$ cat src/rtl/uart_pkg.sv
// Shared UART constants: data width (matches the receiver) and receive buffer depth.
package uart_pkg;
  localparam int UART_DATA_W        = 8;
  localparam int UART_RX_FIFO_DEPTH = 16;
endpackage

$ cat src/rtl/uart_fifo_mem.sv
// Simple dual-port storage array for the receive queue: synchronous write, asynchronous read.
module uart_fifo_mem
  import uart_pkg::*;
#(
  parameter  int W     = UART_DATA_W,
  parameter  int DEPTH = UART_RX_FIFO_DEPTH,
  localparam int AW    = $clog2(DEPTH)
) (
  input  logic          clk,
  input  logic          we,
  input  logic [AW-1:0] waddr,
  input  logic [W-1:0]  wdata,
  input  logic [AW-1:0] raddr,
  output logic [W-1:0]  rdata
);

  logic [W-1:0] mem_q [DEPTH];

  // Storage write; contents are deliberately not reset
  always_ff @(posedge clk) begin
    if (we) begin
      mem_q[waddr] <= wdata;
    end
  end

  assign rdata = mem_q[raddr];

endmodule

$ cat src/rtl/uart_rx_fifo.sv
// Receive buffer behind the UART receiver: captures and acknowledges each byte, queues it,
// and presents the queue as a first-word-fall-through valid/ready stream with sticky overrun.
module uart_rx_fifo
  import uart_pkg::*;
#(
  parameter  int N     = UART_DATA_W,
  parameter  int DEPTH = UART_RX_FIFO_DEPTH,
  localparam int AW    = $clog2(DEPTH)
) (
  input  logic         clk,
  input  logic         reset_n,
  input  logic         rx_ready,
  input  logic [N-1:0] rx_data,
  output logic         rx_ready_clr,
  output logic [N-1:0] m_data,
  output logic         m_valid,
  input  logic         m_ready,
  output logic [AW:0]  count,
  output logic         full,
  output logic         overrun,
  input  logic         overrun_clr
);

  localparam logic [AW:0] PTR_INC = {{AW{1'b0}}, 1'b1};

  logic [AW:0] wr_ptr_q, wr_ptr_d;
  logic [AW:0] rd_ptr_q, rd_ptr_d;
  logic        rx_ready_clr_q, rx_ready_clr_d;
  logic        overrun_q, overrun_d;

  logic        cap_s, push_s, pop_s, drop_s;
  logic        empty_s, full_s;
  logic [AW:0] count_s;

  // Queue status and handshake decode from registered pointers
  always_comb begin
    empty_s = (wr_ptr_q == rd_ptr_q);
    full_s  = (wr_ptr_q[AW] != rd_ptr_q[AW]) &&
              (wr_ptr_q[AW-1:0] == rd_ptr_q[AW-1:0]);
    count_s = wr_ptr_q - rd_ptr_q;
    // The ack mask stops the still-high level from being captured twice
    cap_s   = rx_ready & ~rx_ready_clr_q;
    pop_s   = ~empty_s & m_ready;
    push_s  = cap_s & (~full_s | pop_s);
    drop_s  = cap_s & full_s & ~pop_s;
  end

  // Next-state for pointers, acknowledge pulse and sticky overrun
  always_comb begin
    wr_ptr_d       = wr_ptr_q;
    rd_ptr_d       = rd_ptr_q;
    rx_ready_clr_d = cap_s;
    overrun_d      = overrun_q;
    if (push_s) begin
      wr_ptr_d = wr_ptr_q + PTR_INC;
    end else begin
      wr_ptr_d = wr_ptr_q;
    end
    if (pop_s) begin
      rd_ptr_d = rd_ptr_q + PTR_INC;
    end else begin
      rd_ptr_d = rd_ptr_q;
    end
    // Setting wins over a same-cycle clear
    if (drop_s) begin
      overrun_d = 1'b1;
    end else if (overrun_clr) begin
      overrun_d = 1'b0;
    end else begin
      overrun_d = overrun_q;
    end
  end

  // Control state register
  always_ff @(posedge clk or negedge reset_n) begin
    if (!reset_n) begin
      wr_ptr_q       <= '0;
      rd_ptr_q       <= '0;
      rx_ready_clr_q <= 1'b0;
      overrun_q      <= 1'b0;
    end else begin
      wr_ptr_q       <= wr_ptr_d;
      rd_ptr_q       <= rd_ptr_d;
      rx_ready_clr_q <= rx_ready_clr_d;
      overrun_q      <= overrun_d;
    end
  end

  uart_fifo_mem #(
    .W     (N),
    .DEPTH (DEPTH)
  ) u_mem (
    .clk   (clk),
    .we    (push_s),
    .waddr (wr_ptr_q[AW-1:0]),
    .wdata (rx_data),
    .raddr (rd_ptr_q[AW-1:0]),
    .rdata (m_data)
  );

  assign rx_ready_clr = rx_ready_clr_q;
  assign m_valid      = ~empty_s;
  assign full         = full_s;
  assign count        = count_s;
  assign overrun      = overrun_q;

endmodule

$ cat config.mk
export PLATFORM = sky130hd
export DESIGN_NAME = uart_rx_fifo
export DESIGN_NICKNAME = d
export VERILOG_FILES = /design/src/rtl/uart_pkg.sv /design/src/rtl/uart_fifo_mem.sv /design/src/rtl/uart_rx_fifo.sv
export SDC_FILE = /design/constraint.sdc
export NUM_CORES = 1
export LEC_CHECK = 0
export ABC_AREA = 0
export CORE_MARGIN = 1
export CORE_UTILIZATION = 55
export CTS_CLUSTER_SIZE = 25
export DETAILED_ROUTE_END_ITERATION = 8
export PLACE_DENSITY_LB_ADDON = 0.2
export SYNTH_ARGS = -nofsm -noshare
export SYNTH_HDL_FRONTEND = slang
export SYNTH_SLANG_ARGS = --single-unit
export TNS_END_PERCENT = 50
$ cat constraint.sdc
create_clock -name clk -period 3.8 [get_ports clk]
set_clock_uncertainty 0.15 [all_clocks]
set_input_delay 0.76 -clock clk [delete_from_list [all_inputs] [get_ports clk]]
set_output_delay 0.76 -clock clk [all_outputs]
set_load 0.05 [all_outputs]
==> results of run 1 <==
## cell usage in the layout (no fill, tap or decap), types with 4 or more instances in the layout
master           netlist  layout
edfxtp_1             128     128
mux2i_1               24      24
clkbuf_16              0      16
mux4_1                15      15
clkdlybuf4s50_1        0      15
and2_1                13      13
buf_12                 0      13
dfrtp_1               12      11
mux4_2                 9       9
ha_1                   9       9
inv_1                  8       8
xnor2_1                8       8
a22oi_1                8       8
a32oi_1                8       8
o21ai_1                8       8
nand2_1                5       5
clkinvlp_4             0       5
buf_4                  1       5
clkinv_2               1       4
## critical path: stages (launching register included)
cell	delay [ns]
dfrtp_1	0.32
buf_4	0.34
buf_4	0.27
mux4_1	0.63
mux2i_1	0.17
o21ai_1	0.16
buf_12	0.21
## logic make-up after synthesis
family          count (synthesis)
simple gates                   35
xor+xnor                       12
compound gates                 33
flops                         140
fa+ha+maj                      10
buf+inv                        21
mux                            48
## how the worst min path moves through the flow
stage | start | end | cells after the start
after floorplan | reset_n | overrun | 0
after global placement | rx_ready_clr | rx_ready_clr | 1
after detailed placement | rx_ready_clr | rx_ready_clr | 1
after CTS | rx_ready_clr | rx_ready_clr | 1
after global routing | rx_ready_clr | rx_ready_clr | 1
final | rx_ready_clr | rx_ready_clr | 1
## layout make-up
class	count	area (um^2)
clock buffers	19	422
flip-flops and latches	140	4150
well taps	136	170
clock inverters	12	125
multi-input cells	138	1540
inverters	9	35.0
repair buffers	33	448
fillers	696	3440
## power by group through the flow
stage	clock, uW	sequential [uW]	combinational [uW]
after floorplan	0	1940	1840
after global placement	0	2000	2900
after detailed placement	0	2010	2910
after CTS	1530	1980	2920
after global routing	1590	2000	3040
final	1520	1980	2910
## sequential cells by signal, indices dropped and copies added (netlist names)
| name | flops |
|---|---|
| u_mem.mem_q | 128 |
| overrun | 1 |
| wr_ptr_q | 5 |
| rd_ptr_q | 5 |
| rx_ready_clr | 1 |
## stage by stage
| step | area [um^2] | worst slack [ns] | total power, uW | instances |
|---|---|---|---|---|
| after floorplan | 5850 | 0.887 | 3780 | 299 |
| after global placement | 6330 | 0.693 | 4900 | 456 |
| after detailed placement | 6330 | 0.657 | 4920 | 456 |
| after CTS | 6880 | 0.223 | 6430 | 487 |
| after global routing | 6880 | 0.115 | 6640 | 487 |
| final | 6880 | 0.257 | 6410 | 487 |
## per-layer routing
metal,vias up,track usage [%],routed length (um)
met3,18,4.43,710
li1,1302,-,-
met1,1502,33.2,5200
met2,119,35.4,5670
met4,0,8.75,197
met5,-,0,0
==> metrics.txt, run 1 <==
CP endpoint=m_data[3]; area of the core=between 10000 and 15000 um^2; max_slew headroom=49.2%; CP Data Required Time=2.89 ns; vias per cell=6.04; CTS buffer count=17; Die Width=105 um; Row Count=37; Worst Setup SP=rd_ptr_q[0]; crit path launch type=flop; Period Utilization, post-route=93.2%; synthesized area per cell=19.6 um^2; R2R Setup Slk=0.61 ns; initial DRC count=198; post-layout min period=3.54 ns; Netlist cell types=38; Int Power=slightly above 4000 uW; fin util=~67%; routed via count=2941; cts hold-fix bufs=0; Starting Density=56.6%; Die ar.=11000 um^2; post-DP HPWL=7.73 mm; antenna cells=0; Clk pwr share=23.7%; RePlAce Congestion=about 0.87; Total Routing Usage GR=23.1%; Area Growth Syn to Fin=17.7%; count leader, synth=edfxtp_1; max_cap viols=0; compound-gate portion of the synthesized area=3.92%; Slew @ Worst Pin=0.759 ns; final slew viol count=0; Synth Flop Type=edfxtp_1; number of nets in the layout=362; largest cells by area after synthesis=edfxtp_1 66%, mux4_1 6.7%, dfrtp_1 5.1%; DRC=0; post-synthesis net count=around 320; CP Data Arrival Time=2.63 ns; TritonRoute pass-1 iters=5; die height=105 um; first-pass GRT wire length=17.7 mm; layout cell share with drive strength beyond 1=18.5%; mux cell area share after synthesis=between 10 and 15%; Hold/Removal Path Class=flop to flop; cells on worst reg2reg path=6; Resize count post-CTS=0; IO buf count=29; Final TNS setup=0 ns; Boundary Pins=30; largest family of logic cells by synthesized area=multiplexers; grt total ovfl=0; sequential cell area fraction in the yosys report=a little under three quarters; CTS tree=done; worst reg2reg path endpoint=u_mem.mem_q[1][2]; status=completed; initial antenna violation count=0; Simple-Gate Fraction of Synth Area=3.83%; clk_lat worst skew=a little over 0.5 ns; antenna-violating nets left=0; vias in the first global route=2926; Routed WL=roughly 12 mm; Seq pwr share=30.9%; Fin. Hold Viols=0; H-tree depth=4; synthesized flop and latch total=140; CTS sink count=140; Sw Pwr=2370 uW; largest net degree at the start of global routing=26; hold slack=0.318 ns; Critical R2R Launch=rd_ptr_q[3]; Lkg Pwr=0.00241 uW; post-synthesis xor/xnor area fraction=1.93%; EDFF count, synth=128; worst-path fanout max=22; Clock Tree Root=clkbuf_8; Setup crit end kind=output port; Max Root-Sink Buffers=2; Ys Warns=0; logic gate share of total power=45.4%; Commonest cells post-synth=128 x edfxtp_1, 24 x mux2i_1, 15 x mux4_1; CP Class=flop to output port; WL per Instance=~24 um; Net Sw Frac=37.0%; Post-CTS Setup Bufs=0; max frequency=282 MHz; clock slew at reported path FFs=0.06 ns; Setup-failing EPs final=0; Post-Syn Instances=between 200 and 300; unrepaired setup endpoints after global routing=no; P per Cell Area=931 nW/um^2; Post-Synth Adder-Cell Area=between 2 and 2.5%; fraction of registers with async set/reset=8.57%; Mapped Area=roughly 6000 um^2; share of the synthesized area in the top cell type=65.8%; top cell type by total area after synthesis=edfxtp_1; Peak VDD IR=around 1.2 mV
(Power assumes the default switching activity.)
==> inputs of run 2 (changes only) <==
Settings changed: CAP_MARGIN from default to 20, CORE_MARGIN 1 to 8.
==> run 2 against run 1 <==
- die area increased by 28%
- register-to-register slack improved by 0.10 ns
- cell area increased by 0.85%
- utilization grew 0.57 points
- critical endpoint is now count[4]
- largest power group unchanged
==> metrics.txt, run 2 (same netlist as run 1, synthesis figures left out) <==
status=completed (unchanged); initial antenna violation count=0 (unchanged); CP Class=flop to output port (unchanged); antenna-violating nets left=0 (unchanged); CP Data Arrival Time=2.55 ns (was 2.63 ns); CTS tree=done (unchanged); worst reg2reg path endpoint=u_mem.mem_q[3][5] (was u_mem.mem_q[1][2]); post-layout min period=3.46 ns (was 3.54 ns); cts hold-fix bufs=0 (unchanged); commonest non-fill, non-tap cell in the layout=edfxtp_1 (unchanged); Resize count post-CTS=0 (unchanged); Peak VDD IR=0.926 mV (was 1.18 mV); unrepaired setup endpoints after global routing=no (unchanged); CTS buffer count=17 (unchanged); Design Area, Final=6940 um^2 (was 6880 um^2); most frequent cells in the layout=128 x edfxtp_1, 24 x mux2i_1, 16 x clkbuf_16, 15 x mux4_1 (was 128 x edfxtp_1, 24 x mux2i_1, 16 x clkbuf_16, 15 x mux4_1, 15 x clkdlybuf4s50_1); register area=4150 um^2 (about the same); H-tree depth=4 (unchanged); vias in the first global route=2996 (was 2926); post-DP HPWL=7.67 mm (was 7.73 mm); antenna cells=0 (unchanged); Row Count=37 (unchanged); Lkg Pwr=0.00245 uW (was 0.00241 uW); Clock Tree Root=clkbuf_8 (unchanged); max reg flops=128 (unchanged); first-pass GRT wire length=18.4 mm (was 17.7 mm); most flop-heavy register=u_mem.mem_q (unchanged); clock slew at reported path FFs=0.06 ns (about the same); area of the multi-input gates=1540 um^2 (unchanged); CTS sink count=140 (unchanged); Period Utilization, post-route=91.0% (was 93.2%); Critical R2R Launch=rd_ptr_q[3] (unchanged); CP Data Required Time=2.89 ns (about the same); Setup crit end kind=output port (unchanged); Final TNS setup=0 ns (unchanged); WL per Instance=24.4 um (was 24.2 um); Setup-failing EPs final=0 (unchanged); largest net degree at the start of global routing=30 (was 26); die height=119 um (was 105 um); RePlAce Congestion=0.875 (was 0.865); Hold Path Sink=rx_ready_clr (unchanged); worst-path fanout max=21 (was 22); Starting Density=56.6% (unchanged); grt total ovfl=0 (unchanged); Max Root-Sink Buffers=2 (unchanged); initial DRC count=294 (was 198); area of the core=10300 um^2 (unchanged); clk_lat worst skew=0.51 ns (about the same); Boundary Pins=30 (unchanged); Largest regs=u_mem.mem_q (128), rd_ptr_q (5), wr_ptr_q (5) (unchanged); P per Cell Area=939 nW/um^2 (was 931 nW/um^2); routed via count=2939 (was 2941); Slew @ Worst Pin=0.737 ns (was 0.759 ns); layout cell share with drive strength beyond 1=19.5% (was 18.5%); Post-CTS Setup Bufs=0 (unchanged); IO buf count=29 (unchanged); Total Routing Usage GR=17.8% (was 23.1%); vias per cell=6.01 (was 6.04); Area Growth Syn to Fin=18.7% (was 17.7%); worst hold path stage count=1 (unchanged); TritonRoute pass-1 iters=4 (was 5); worst hold path startpoint=rx_ready_clr (unchanged); final slew viol count=0 (unchanged); crit path launch type=flop (unchanged); DRC=0 (unchanged); R2R Setup Slk=0.71 ns (was 0.61 ns); number of nets in the layout=363 (was 362); Hold/Removal Path Class=flop to flop (unchanged); Fin. Hold Viols=0 (unchanged); placed instance area=6350 um^2 (was 6330 um^2); Routed WL=11.9 mm (was 11.8 mm); max_slew headroom=50.7% (was 49.2%); max_cap viols=0 (unchanged); fin util=67.2% (was 66.6%); Die Width=119 um (was 105 um); fillers=679 (was 696); max frequency=289 MHz (was 282 MHz); Die ar.=14200 um^2 (was 11000 um^2); cells on worst reg2reg path=7 (was 6)
run 2: final cells by class:
cell class                 instances  share of cell area [%]
multi-input combinational        138                    22.1
clock inverter                    14                    2.42
tap                              136                    2.45
clock buffer                      18                    6.02
sequential                       140                    59.8
inverter                           9                   0.505
timing repair buffer              34                    6.71
run 2: worst max path at each step:
stage / slack (ns) / from / to
floorplan: 0.89 / rd_ptr_q[1] / count[3]
detailed placement: 0.61 / rx_ready / u_mem.mem_q[3][7]
global route: 0.17 / rd_ptr_q[1] / count[4]
finish: 0.34 / rd_ptr_q[1] / count[4]
CTS: 0.16 / rd_ptr_q[1] / count[4]
global placement: 0.68 / rx_ready / u_mem.mem_q[0][3]
run 2: report_power, final:
| group | internal, uW | leakage, uW | switching, uW |
|---|---|---|---|
| registers | 1840 | 0.00130 | 140 |
| clock network | 1000 | 0.000283 | 613 |
| logic | 1300 | 0.000865 | 1630 |
run 2: stage by stage:
step	total power [uW]	setup WS (ns)	hold WS, ns	cells
floorplan	3780	0.887	0.314	299
global placement	4910	0.677	0.300	457
detailed placement	4940	0.611	0.310	457
CTS	6560	0.160	0.319	489
global route	6780	0.171	0.364	489
finish	6520	0.342	0.316	489
run 2: layer usage:
metal / routed length, um / GRT usage [%] / vias up
li1: - / - / 1305
met1: 5070 / 23.2 / 1528
met2: 5960 / 27.8 / 91
met3: 701 / 4.68 / 15
met4: 190 / 7.43 / 0
met5: 0 / 0 / -
run 2: critical path: stages (launching register included):
cell and delay (ns):
dfrtp_4 0.66, inv_1 0.15, fa_1 0.48, a21o_1 0.20, a21oi_1 0.17, xnor2_1 0.20, buf_12 0.18
